--- src/rtl/excess3_pkg.sv ---
// Shared constants and FSM state type for the excess-3 word sequencer.
package excess3_pkg;
  localparam int          DIGIT_W   = 4;
  localparam logic [3:0]  E3_OFFSET = 4'd3;
  localparam logic [3:0]  BCD_MAX   = 4'd9;

  typedef enum logic [1:0] {
    IDLE,
    CONV,
    DONE
  } state_t;
endpackage

--- src/rtl/e3_digit_conv.sv ---
// Combinational 4-bit BCD to excess-3 digit converter, zero latency, no handshake.
// Out-of-range digits still convert mod 16; invalid marks them.
module e3_digit_conv
  import excess3_pkg::*;
(
  input  logic [DIGIT_W-1:0] bcd,
  output logic [DIGIT_W-1:0] e3,
  output logic               invalid
);

  assign e3      = bcd + E3_OFFSET;
  assign invalid = (bcd > BCD_MAX);

endmodule

--- src/rtl/excess3_word_sequencer.sv ---
// Converts a BCD word to excess-3 one digit per cycle (LSD first) through one shared converter.
// Result valid DIGITS cycles after accept; holds in DONE with frozen outputs while out_ready is low.
module excess3_word_sequencer
  import excess3_pkg::*;
#(
  parameter int DIGITS = 4
) (
  input  logic                    clk,
  input  logic                    rst,
  input  logic                    in_valid,
  output logic                    in_ready,
  input  logic [DIGIT_W*DIGITS-1:0] in_bcd,
  output logic                    out_valid,
  input  logic                    out_ready,
  output logic [DIGIT_W*DIGITS-1:0] out_e3,
  output logic [DIGITS-1:0]       out_err,
  output logic                    busy
);

  localparam int CNT_W = (DIGITS > 1) ? $clog2(DIGITS) : 1;
  localparam logic [CNT_W-1:0] LAST_DIGIT = CNT_W'(DIGITS - 1);

  state_t                     state, state_next;
  logic [CNT_W-1:0]           digit_cnt;
  logic [DIGIT_W*DIGITS-1:0]  word;
  logic [DIGIT_W-1:0]         cur_digit;
  logic [DIGIT_W-1:0]         cur_e3;
  logic                       cur_invalid;
  logic                       accept;

  assign in_ready  = (state == IDLE);
  assign out_valid = (state == DONE);
  assign busy      = (state != IDLE);
  assign accept    = in_valid && in_ready;

  always_comb begin
    state_next = state;
    case (state)
      IDLE: if (accept) state_next = CONV;
      CONV: if (digit_cnt == LAST_DIGIT) state_next = DONE;
      DONE: if (out_ready) state_next = IDLE;
      default: state_next = IDLE;
    endcase
  end

  always_comb begin
    cur_digit = '0;
    for (int k = 0; k < DIGITS; k++) begin
      if (digit_cnt == CNT_W'(k)) cur_digit = word[k*DIGIT_W +: DIGIT_W];
    end
  end

  e3_digit_conv u_conv (
    .bcd     (cur_digit),
    .e3      (cur_e3),
    .invalid (cur_invalid)
  );

  always_ff @(posedge clk) begin
    if (rst) begin
      state     <= IDLE;
      digit_cnt <= '0;
      word      <= '0;
      out_e3    <= '0;
      out_err   <= '0;
    end else begin
      state <= state_next;
      if (accept) begin
        word      <= in_bcd;
        digit_cnt <= '0;
        out_e3    <= '0;
        out_err   <= '0;
      end else if (state == CONV) begin
        // Counter may step past the last digit on the CONV->DONE edge; it is re-cleared on accept.
        for (int k = 0; k < DIGITS; k++) begin
          if (digit_cnt == CNT_W'(k)) begin
            out_e3[k*DIGIT_W +: DIGIT_W] <= cur_e3;
            out_err[k]                   <= cur_invalid;
          end
        end
        digit_cnt <= digit_cnt + 1'b1;
      end
    end
  end

endmodule

--- config.mk ---
export PLATFORM = sky130hd
export DESIGN_NAME = excess3_word_sequencer
export DESIGN_NICKNAME = d
export VERILOG_FILES = /design/src/rtl/excess3_pkg.sv /design/src/rtl/e3_digit_conv.sv /design/src/rtl/excess3_word_sequencer.sv
export SDC_FILE = /design/constraint.sdc
export NUM_CORES = 1
export LEC_CHECK = 0
export CORE_ASPECT_RATIO = 0.75
export CORE_MARGIN = 4
export CORE_UTILIZATION = 55
export CTS_BUF_LIST = sky130_fd_sc_hd__clkbuf_2
export DETAILED_ROUTE_END_ITERATION = 10
export GPL_TIMING_DRIVEN = 0
export PLACE_DENSITY = 0.85
export RECOVER_POWER = 25
export SETUP_SLACK_MARGIN = 0.15
export SKIP_CTS_REPAIR_TIMING = 1
export SLEW_MARGIN = 20
export SYNTH_ARGS = -nofsm -noshare
export SYNTH_HDL_FRONTEND = slang
export SYNTH_SLANG_ARGS = --single-unit
--- constraint.sdc ---
create_clock -name clk -period 3.1 [get_ports clk]
set_clock_uncertainty 0.05 [all_clocks]
set_input_delay 0.31 -clock clk [delete_from_list [all_inputs] [get_ports clk]]
set_output_delay 0.31 -clock clk [all_outputs]
set_load 0.01 [all_outputs]
==> reports/qor_table.md, run 1 <==
| Parameter | This run | Unit |
|:---|:---|:---|
| Worst path slowest cell | sky130_fd_sc_hd__a221oi_1 | - |
| H-tree levels | 2 | - |
| Sequence of cells on the critical path | inv_1 -> ha_1 -> buf_6 -> nand3b_1 -> a221oi_1 -> inv_1 -> ha_1 -> xnor2_1 -> nand3_1 -> a21oi_1 | - |
| Number of library cell types mapped by synthesis | 32 | - |
| Total clock sinks | 40 | - |
| Drt via density | 5.40 | - |
| Number of I/O port buffers | 42 | - |
| Register area share after synthesis | 0.446 | - |
| IR drop worst, VDD | 0.311 | mV |
| Initial Util | 0.590 | - |
| Minimum clock period | 2.45 | ns |
| Remaining global-route overflow | 0 | - |
| Setup total negative slack | 0 | ns |
| Pleak | 0.848 | nW |
| Rows | 17 | - |
| Number of buffers on the longest clock path | 2 | - |
| Setup Crit Path Kind | reg2reg | - |
| Height of the die | 57.5 | microns |
| Antenna Cells | 0 | - |
| Unrepaired setup endpoints after global routing | false | - |
| Share of flip-flops with an asynchronous set or reset | 0 | - |
| All-layer global routing usage | 0.197 | - |
| Run status | completed | - |
| TritonCTS buffer count | 5 | - |
| Relative max-transition margin | 0.329 | - |
| Worst-case hold slack | 0.397 | ns |
| Achievable clock frequency | 0.409 | GHz |
| Net count of the mapped netlist | 246 | - |
| Total detailed-routing wirelength | 3.91 | mm |
| Cell at the root of the clock tree | sky130_fd_sc_hd__clkbuf_2 | - |
| Die boundary width | 74.0 | microns |
| Pwr per Cell Area | 398 | nW/um^2 |
| Number of antenna violations at the first check in global routing | 0 | - |
| Critical path peak fanout | 10 | - |
| Maxcap violations | 0 | - |
| Final-report setup violation count | 0 | - |
| Drt initial violations | 112 | - |
| Met2 layer usage reported by global route | 0.280 | - |
| Final net count | 295 | - |
| Count of synthesis-stage warnings from yosys | 0 | - |
| Avg Cell Area, Syn | 8.16 | sq um |
| Clock slew at reported path FFs | 0.18 | ns |
| Fin area | 2300 | sq um |
| Worst EP arrival | 2.72 | ns |
| Number of nets still failing antenna checks after routing | 0 | - |
| Number of remaining DRC errors | 0 | - |
| Cell type with the largest total area after synthesis | sky130_fd_sc_hd__dfxtp_1 | - |
| Share of cells above drive strength 1 | 0.0556 | - |
| Area growth from synthesis to final layout | 27.9 | % |
| Required time of the critical path | 3.37 | ns |
| Detailed-route wire length per cell | 12.7 | microns |
| HPWL after DPL | 3.04 | mm |
| Boundary Pins | 43 | - |
| Top cells by area, synth | sky130_fd_sc_hd__dfxtp_1 (45%), sky130_fd_sc_hd__nand2_1 (10%), sky130_fd_sc_hd__a21oi_1 (7.0%) | - |
| Global routing met3 resource utilization | 0.0599 | - |
| Maximum number of pins on one net before global-route repair | 12 | - |
| Final hold violation count | 0 | - |
| Worst-Skew Late Latency | 0.39 | ns |
| HP Class | in2reg | - |
| Delay of the slowest cell on the worst path | 0.41 | ns |
| Met1 track utilization from global routing | 0.274 | - |
| Most instantiated flip-flop cell in the synthesis netlist | sky130_fd_sc_hd__dfxtp_1 | - |
| Cell area reported after detailed placement | 2260 | sq um |
| Flop and latch count out of synthesis | 40 | - |
| Total buffers and inverters traversed by the critical path | 3 | - |
| Portion of synthesized cell area occupied by the leading cell type | 0.446 | - |
| Total count of max-transition violations in the final report | 0 | - |
| Post-synthesis instance area | 1800 | sq um |
| Fraction of the cycle the final worst path needs | 0.789 | - |
| Routed via count | 1,664 | - |
| RD Place Congestion | 0.864 | - |
| Global routing's busiest layer | met2 | - |
| Floorplan die area | 4250 | sq um |
| Std-Cell Core Area | 3040 | sq um |
| Via count of the first global-routing pass | 1,523 | - |
| Global-route wire length before repair | 6.59 | mm |
| Number of flops mapped to enable cells by yosys | 0 | - |
| Post-Syn Instances | 220 | - |
| Number of iterations in the first detailed-routing pass | 4 | - |
| Clock tree from TritonCTS | done | - |
| Critical path endpoint category | flip-flop | - |
| Startpoint type of the worst setup path | flip-flop | - |
| Pin slew with the least headroom to its limit | 1.00 | ns |
| Delay-heaviest family, CP | compound AO/OA/AOI/OAI gates | - |
-- tightest hold or removal path, delay by kind of cell --
kind,cells,cell delay [ns]
buffers and inverters,1,0.40
AND/OR/NAND/NOR,1,0.05
AO/OA/AOI/OAI,1,0.05
-- per-layer routing --
metal  wire length [microns]  part of all wire
met5                       0                 0
met4                      28            0.0072
met3                     260             0.066
met2                    1720              0.44
met1                    1910              0.49
-- stage by stage --
stage / util / cells / setup slack, ns / total power [mW]
after floorplan: - / 220 / 1.01 / 0.644
after global placement: 0.744 / 300 / 0.733 / 0.702
after detailed placement: 0.744 / 300 / 0.695 / 0.705
after CTS: 0.757 / 308 / 0.639 / 0.921
after global routing: 0.755 / 308 / 0.396 / 0.962
final: 0.755 / 308 / 0.653 / 0.915
-- worst paths after layout --
check	from	endpoint	slack, ns	cells after the start
worst min-delay path	in_bcd[11]	word[11]	0.40	3
worst min register to register	out_e3[2]	out_e3[2]	0.41	2
worst max-delay path	digit_cnt[1]	out_e3[14]	0.65	10
worst max register to register	digit_cnt[1]	out_e3[14]	0.65	10
-- sequential cells by signal (all words and copies together) (netlist names) --
name / cells
out_err: 4
out_e3: 16
word: 16
digit_cnt: 2
state: 2
-- where the power goes --
group	internal, mW	leakage [nW]	total (mW)	switching [mW]
Sequential	0.533	0.325	0.545	0.0116
Clock	0.0605	0.0306	0.221	0.161
Combinational	0.0693	0.492	0.149	0.0796
Total	0.663	0.848	0.915	0.252
-- cells by family after synthesis --
kind of cell | synth area share
compound gates | 0.161
xor+xnor | 0.00976
fa+ha+maj | 0.0418
buf+inv | 0.0634
flops | 0.446
mux | 0.0112
simple gates | 0.267
-- cells in the mapped netlist (2+ instances only) --
| cell type | instances |
|---|---|
| sky130_fd_sc_hd__a211oi_1 | 9 |
| sky130_fd_sc_hd__a21oi_1 | 25 |
| sky130_fd_sc_hd__a221oi_1 | 2 |
| sky130_fd_sc_hd__and2_1 | 8 |
| sky130_fd_sc_hd__buf_6 | 3 |
| sky130_fd_sc_hd__clkbuf_1 | 9 |
| sky130_fd_sc_hd__dfxtp_1 | 40 |
| sky130_fd_sc_hd__ha_1 | 6 |
| sky130_fd_sc_hd__inv_1 | 9 |
| sky130_fd_sc_hd__mux2i_1 | 2 |
| sky130_fd_sc_hd__nand2_1 | 49 |
| sky130_fd_sc_hd__nand3_1 | 5 |
| sky130_fd_sc_hd__nand3b_1 | 4 |
| sky130_fd_sc_hd__nand4_1 | 4 |
| sky130_fd_sc_hd__nor2_1 | 17 |
| sky130_fd_sc_hd__nor2b_1 | 3 |
| sky130_fd_sc_hd__nor3b_1 | 3 |
| sky130_fd_sc_hd__o21ai_1 | 4 |
| sky130_fd_sc_hd__or4_1 | 4 |
| sky130_fd_sc_hd__xnor2_1 | 2 |
-- final cells by class --
type	count	area (sq um)
Multi-Input combinational cell	157	876
Tap cell	38	47.5
Buffer	14	80.1
Timing Repair Buffer	42	420
Fill cell	270	744
Clock inverter	1	3.75
Inverter	9	33.8
Clock buffer	7	35.0
Sequential cell	40	801
-- layout by cell type (no fill, tap or decap), drive strengths merged --
cell type	instances
a211oi	10
nor2	17
or4	4
nand2b	1
a21oi	25
dlygate4sd3	8
o211ai	1
a221oi	3
a31o	1
o21a	1
buf	5
nand3	5
or2	1
ha	6
o22ai	1
clkinv	1
nand3b	4
nor3	1
mux2i	2
nand2	49
clkbuf	16
dfxtp	40
nor3b	4
clkdlybuf4s50	34
nand4	4
inv	9
o21ai	4
and2	8
nor2b	3
xnor2	2
(Power assumes the default switching activity.)
==> inputs of run 2 (changes only) <==
- CORE_UTILIZATION: 55 -> 46
- PLACE_DENSITY: 0.85 -> 0.76
- clock period: 3.1 -> 2.2 ns (I/O delays scaled with it)
==> run 2 against run 1 <==
  * The run now ends with setup timing left
  * Sequential cell count unchanged
  * Register-to-register slack worse by 0.70 ns
  * Sequential share of layout area down 4.8 points
  * Final area up 17%
  * Worst hold slack worse by 0.13 ns
  * Setup slack worse by 0.70 ns
  * Non-clock buffer count up 14
  * Wire length up 18%
  * Largest power group unchanged
==> reports/qor_table.md, run 2 (same netlist as run 1, synthesis figures left out) <==
| Parameter | This run | Unit |
|:---|:---|:---|
| Run status | complete, but fails checks | - |
| Failing checks | setup timing | - |
| Share of cells above drive strength 1 | 0.229 | - |
| Met2 layer usage reported by global route | 0.254 | - |
| Commonest non-fill, non-tap cell in the layout | sky130_fd_sc_hd__nand2_1 | - |
| Final Power | 1.39 | mW |
| Detailed-route wire length per cell | 13.8 | microns |
| Depth of the worst register-to-register path | 10 | - |
| Final-report setup violation count | 8 | - |
| Worst-Skew Late Latency | 0.42 | ns |
| Met1 track utilization from global routing | 0.246 | - |
| Fraction of the cycle the final worst path needs | 1.02 | - |
| Die boundary width | 80.1 | microns |
| Final net count | 309 | - |
| IR drop worst, VDD | 0.383 | mV |
| Height of the die | 62.1 | microns |
| Critical path peak fanout | 6 | - |
| Boundary Pins | 43 | - |
| Final setup margin | -0.0445 | ns |
| Final hold violation count | 0 | - |
| Minimum clock period | 2.24 | ns |
| Number of iterations in the first detailed-routing pass | 4 | - |
| Initial Util | 0.484 | - |
| Post-Place Worst Slack | -0.196 | ns |
| HP Class | in2reg | - |
| Worst r2r src | digit_cnt[1] | - |
| Routed via count | 1,716 | - |
| Hold Path End | word[2] | - |
| Clock slew at reported path FFs | 0.21 | ns |
| Maximum number of pins on one net before global-route repair | 12 | - |
| Setup slack on the worst flop-to-flop path | -0.04 | ns |
| Total detailed-routing wirelength | 4.63 | mm |
| Number of nets still failing antenna checks after routing | 0 | - |
| Required time of the critical path | 2.50 | ns |
| Reg-to-Reg End | out_e3[7] | - |
| RD Place Congestion | 0.812 | - |
| Startpoint type of the worst setup path | flip-flop | - |
| Relative max-transition margin | 0.662 | - |
| Pin slew with the least headroom to its limit | 0.504 | ns |
| Maxcap violations | 0 | - |
| Floorplan die area | 4980 | sq um |
| Largest registers | out_e3 (16), word (16), out_err (4) | - |
| Antenna Cells | 0 | - |
| Number of remaining DRC errors | 0 | - |
| Global routing's busiest layer | met2 | - |
| Pleak | 0.980 | nW |
| Clock tree from TritonCTS | done | - |
| Commonest cells after routing, fill and taps aside | sky130_fd_sc_hd__nand2_1 (49), sky130_fd_sc_hd__dfxtp_1 (38), sky130_fd_sc_hd__clkdlybuf4s50_1 (37), sky130_fd_sc_hd__a21oi_1 (23), sky130_fd_sc_hd__nor2_1 (14) | - |
| Setup Crit Path Kind | reg2reg | - |
| TritonCTS buffer count | 5 | - |
| Drt via density | 5.11 | - |
| Achievable clock frequency | 0.446 | GHz |
| Critical path endpoint category | flip-flop | - |
| Pwr per Cell Area | 518 | nW/um^2 |
| Rows | 19 | - |
| Hold-critical path depth | 3 | - |
| Number of I/O port buffers | 42 | - |
| Cell at the root of the clock tree | sky130_fd_sc_hd__clkbuf_2 | - |
| Hold path start | in_bcd[2] | - |
| Total count of max-transition violations in the final report | 0 | - |
| Global routing met3 resource utilization | 0.0434 | - |
| Remaining global-route overflow | 0 | - |
| Worst EP arrival | 2.54 | ns |
| Std-Cell Core Area | 3710 | sq um |
| Via count of the first global-routing pass | 1,497 | - |
| Unrepaired setup endpoints after global routing | true | - |
| Number of antenna violations at the first check in global routing | 0 | - |
| Total clock sinks | 40 | - |
| HPWL after DPL | 3.09 | mm |
| Number of buffers on the longest clock path | 2 | - |
| Area growth from synthesis to final layout | 49.6 | % |
| Drt initial violations | 97 | - |
| Global-route wire length before repair | 6.87 | mm |
| All-layer global routing usage | 0.173 | - |
| H-tree levels | 2 | - |
[run 2: changes by cell type in the layout (fill, tap and decap cells not counted), sizes merged]
cell,previous run,this run
dlygate4sd3,8,5
clkbuf,16,17
buf,5,18
clkdlybuf4s50,34,37
[run 2: per-stage QoR]
step / TNS, ns / hold slack [ns] / util / std cells / cell area (sq um)
3_3_place_gp: -0.557 / 0.395 / 0.621 / 314 / 2300
2_1_floorplan: 0 / 0.306 / - / 220 / 1820
4_1_cts: -2.07 / 0.279 / 0.631 / 322 / 2340
6_report: -0.199 / 0.263 / 0.724 / 336 / 2690
5_1_grt: -1.32 / 0.265 / 0.724 / 336 / 2690
3_5_place_dp: -1.51 / 0.398 / 0.621 / 314 / 2300
[run 2: cell type report]
type	count	area, sq um
Buffer	14	85.1
Fill cell	285	1020
Clock inverter	1	3.75
Clock buffer	7	35.0
Timing Repair Buffer	56	524
Multi-Input combinational cell	157	1130
Sequential cell	40	808
Tap cell	52	65.1
Inverter	9	36.3
[run 2: how the worst max path moves through the flow]
stage / slack (ns) / from / to
3_3_place_gp: -0.09 / digit_cnt[1] / out_err[0]
2_1_floorplan: 0.13 / digit_cnt[1] / out_e3[14]
5_1_grt: -0.18 / digit_cnt[1] / out_e3[14]
4_1_cts: -0.24 / digit_cnt[0] / out_err[2]
3_5_place_dp: -0.20 / digit_cnt[0] / out_e3[14]
6_report: -0.04 / digit_cnt[1] / out_e3[7]
[run 2: report_power, final]
group          switching [mW]  internal (mW)
Clock                   0.241         0.0850
Combinational           0.152          0.145
Sequential             0.0201          0.750
[run 2: routing by layer]
| layer | wire length, microns | up-vias |
|---|---|---|
| met1 | 2220 | 790 |
| met4 | 68 | 0 |
| met3 | 290 | 8 |
| met5 | 0 | - |
| met2 | 2060 | 47 |
| li1 | - | 871 |
[run 2: critical path, cell delays in order, from the launching register on]
cell and delay (ns):
sky130_fd_sc_hd__dfxtp_4 0.42, sky130_fd_sc_hd__inv_4 0.05, sky130_fd_sc_hd__ha_4 0.15, sky130_fd_sc_hd__buf_6 0.13, sky130_fd_sc_hd__clkbuf_2 0.15, sky130_fd_sc_hd__a211oi_2 0.23
sky130_fd_sc_hd__a211oi_2 0.10, sky130_fd_sc_hd__buf_4 0.17, sky130_fd_sc_hd__o21a_4 0.14, sky130_fd_sc_hd__or4_4 0.53, sky130_fd_sc_hd__nand3_2 0.07
==> inputs of run 3 (changes only) <==
- ABC_CLOCK_PERIOD_IN_PS: not set -> 2200
==> results of run 3 <==
Final layout, timing and power as in run 2 (identical DEF).
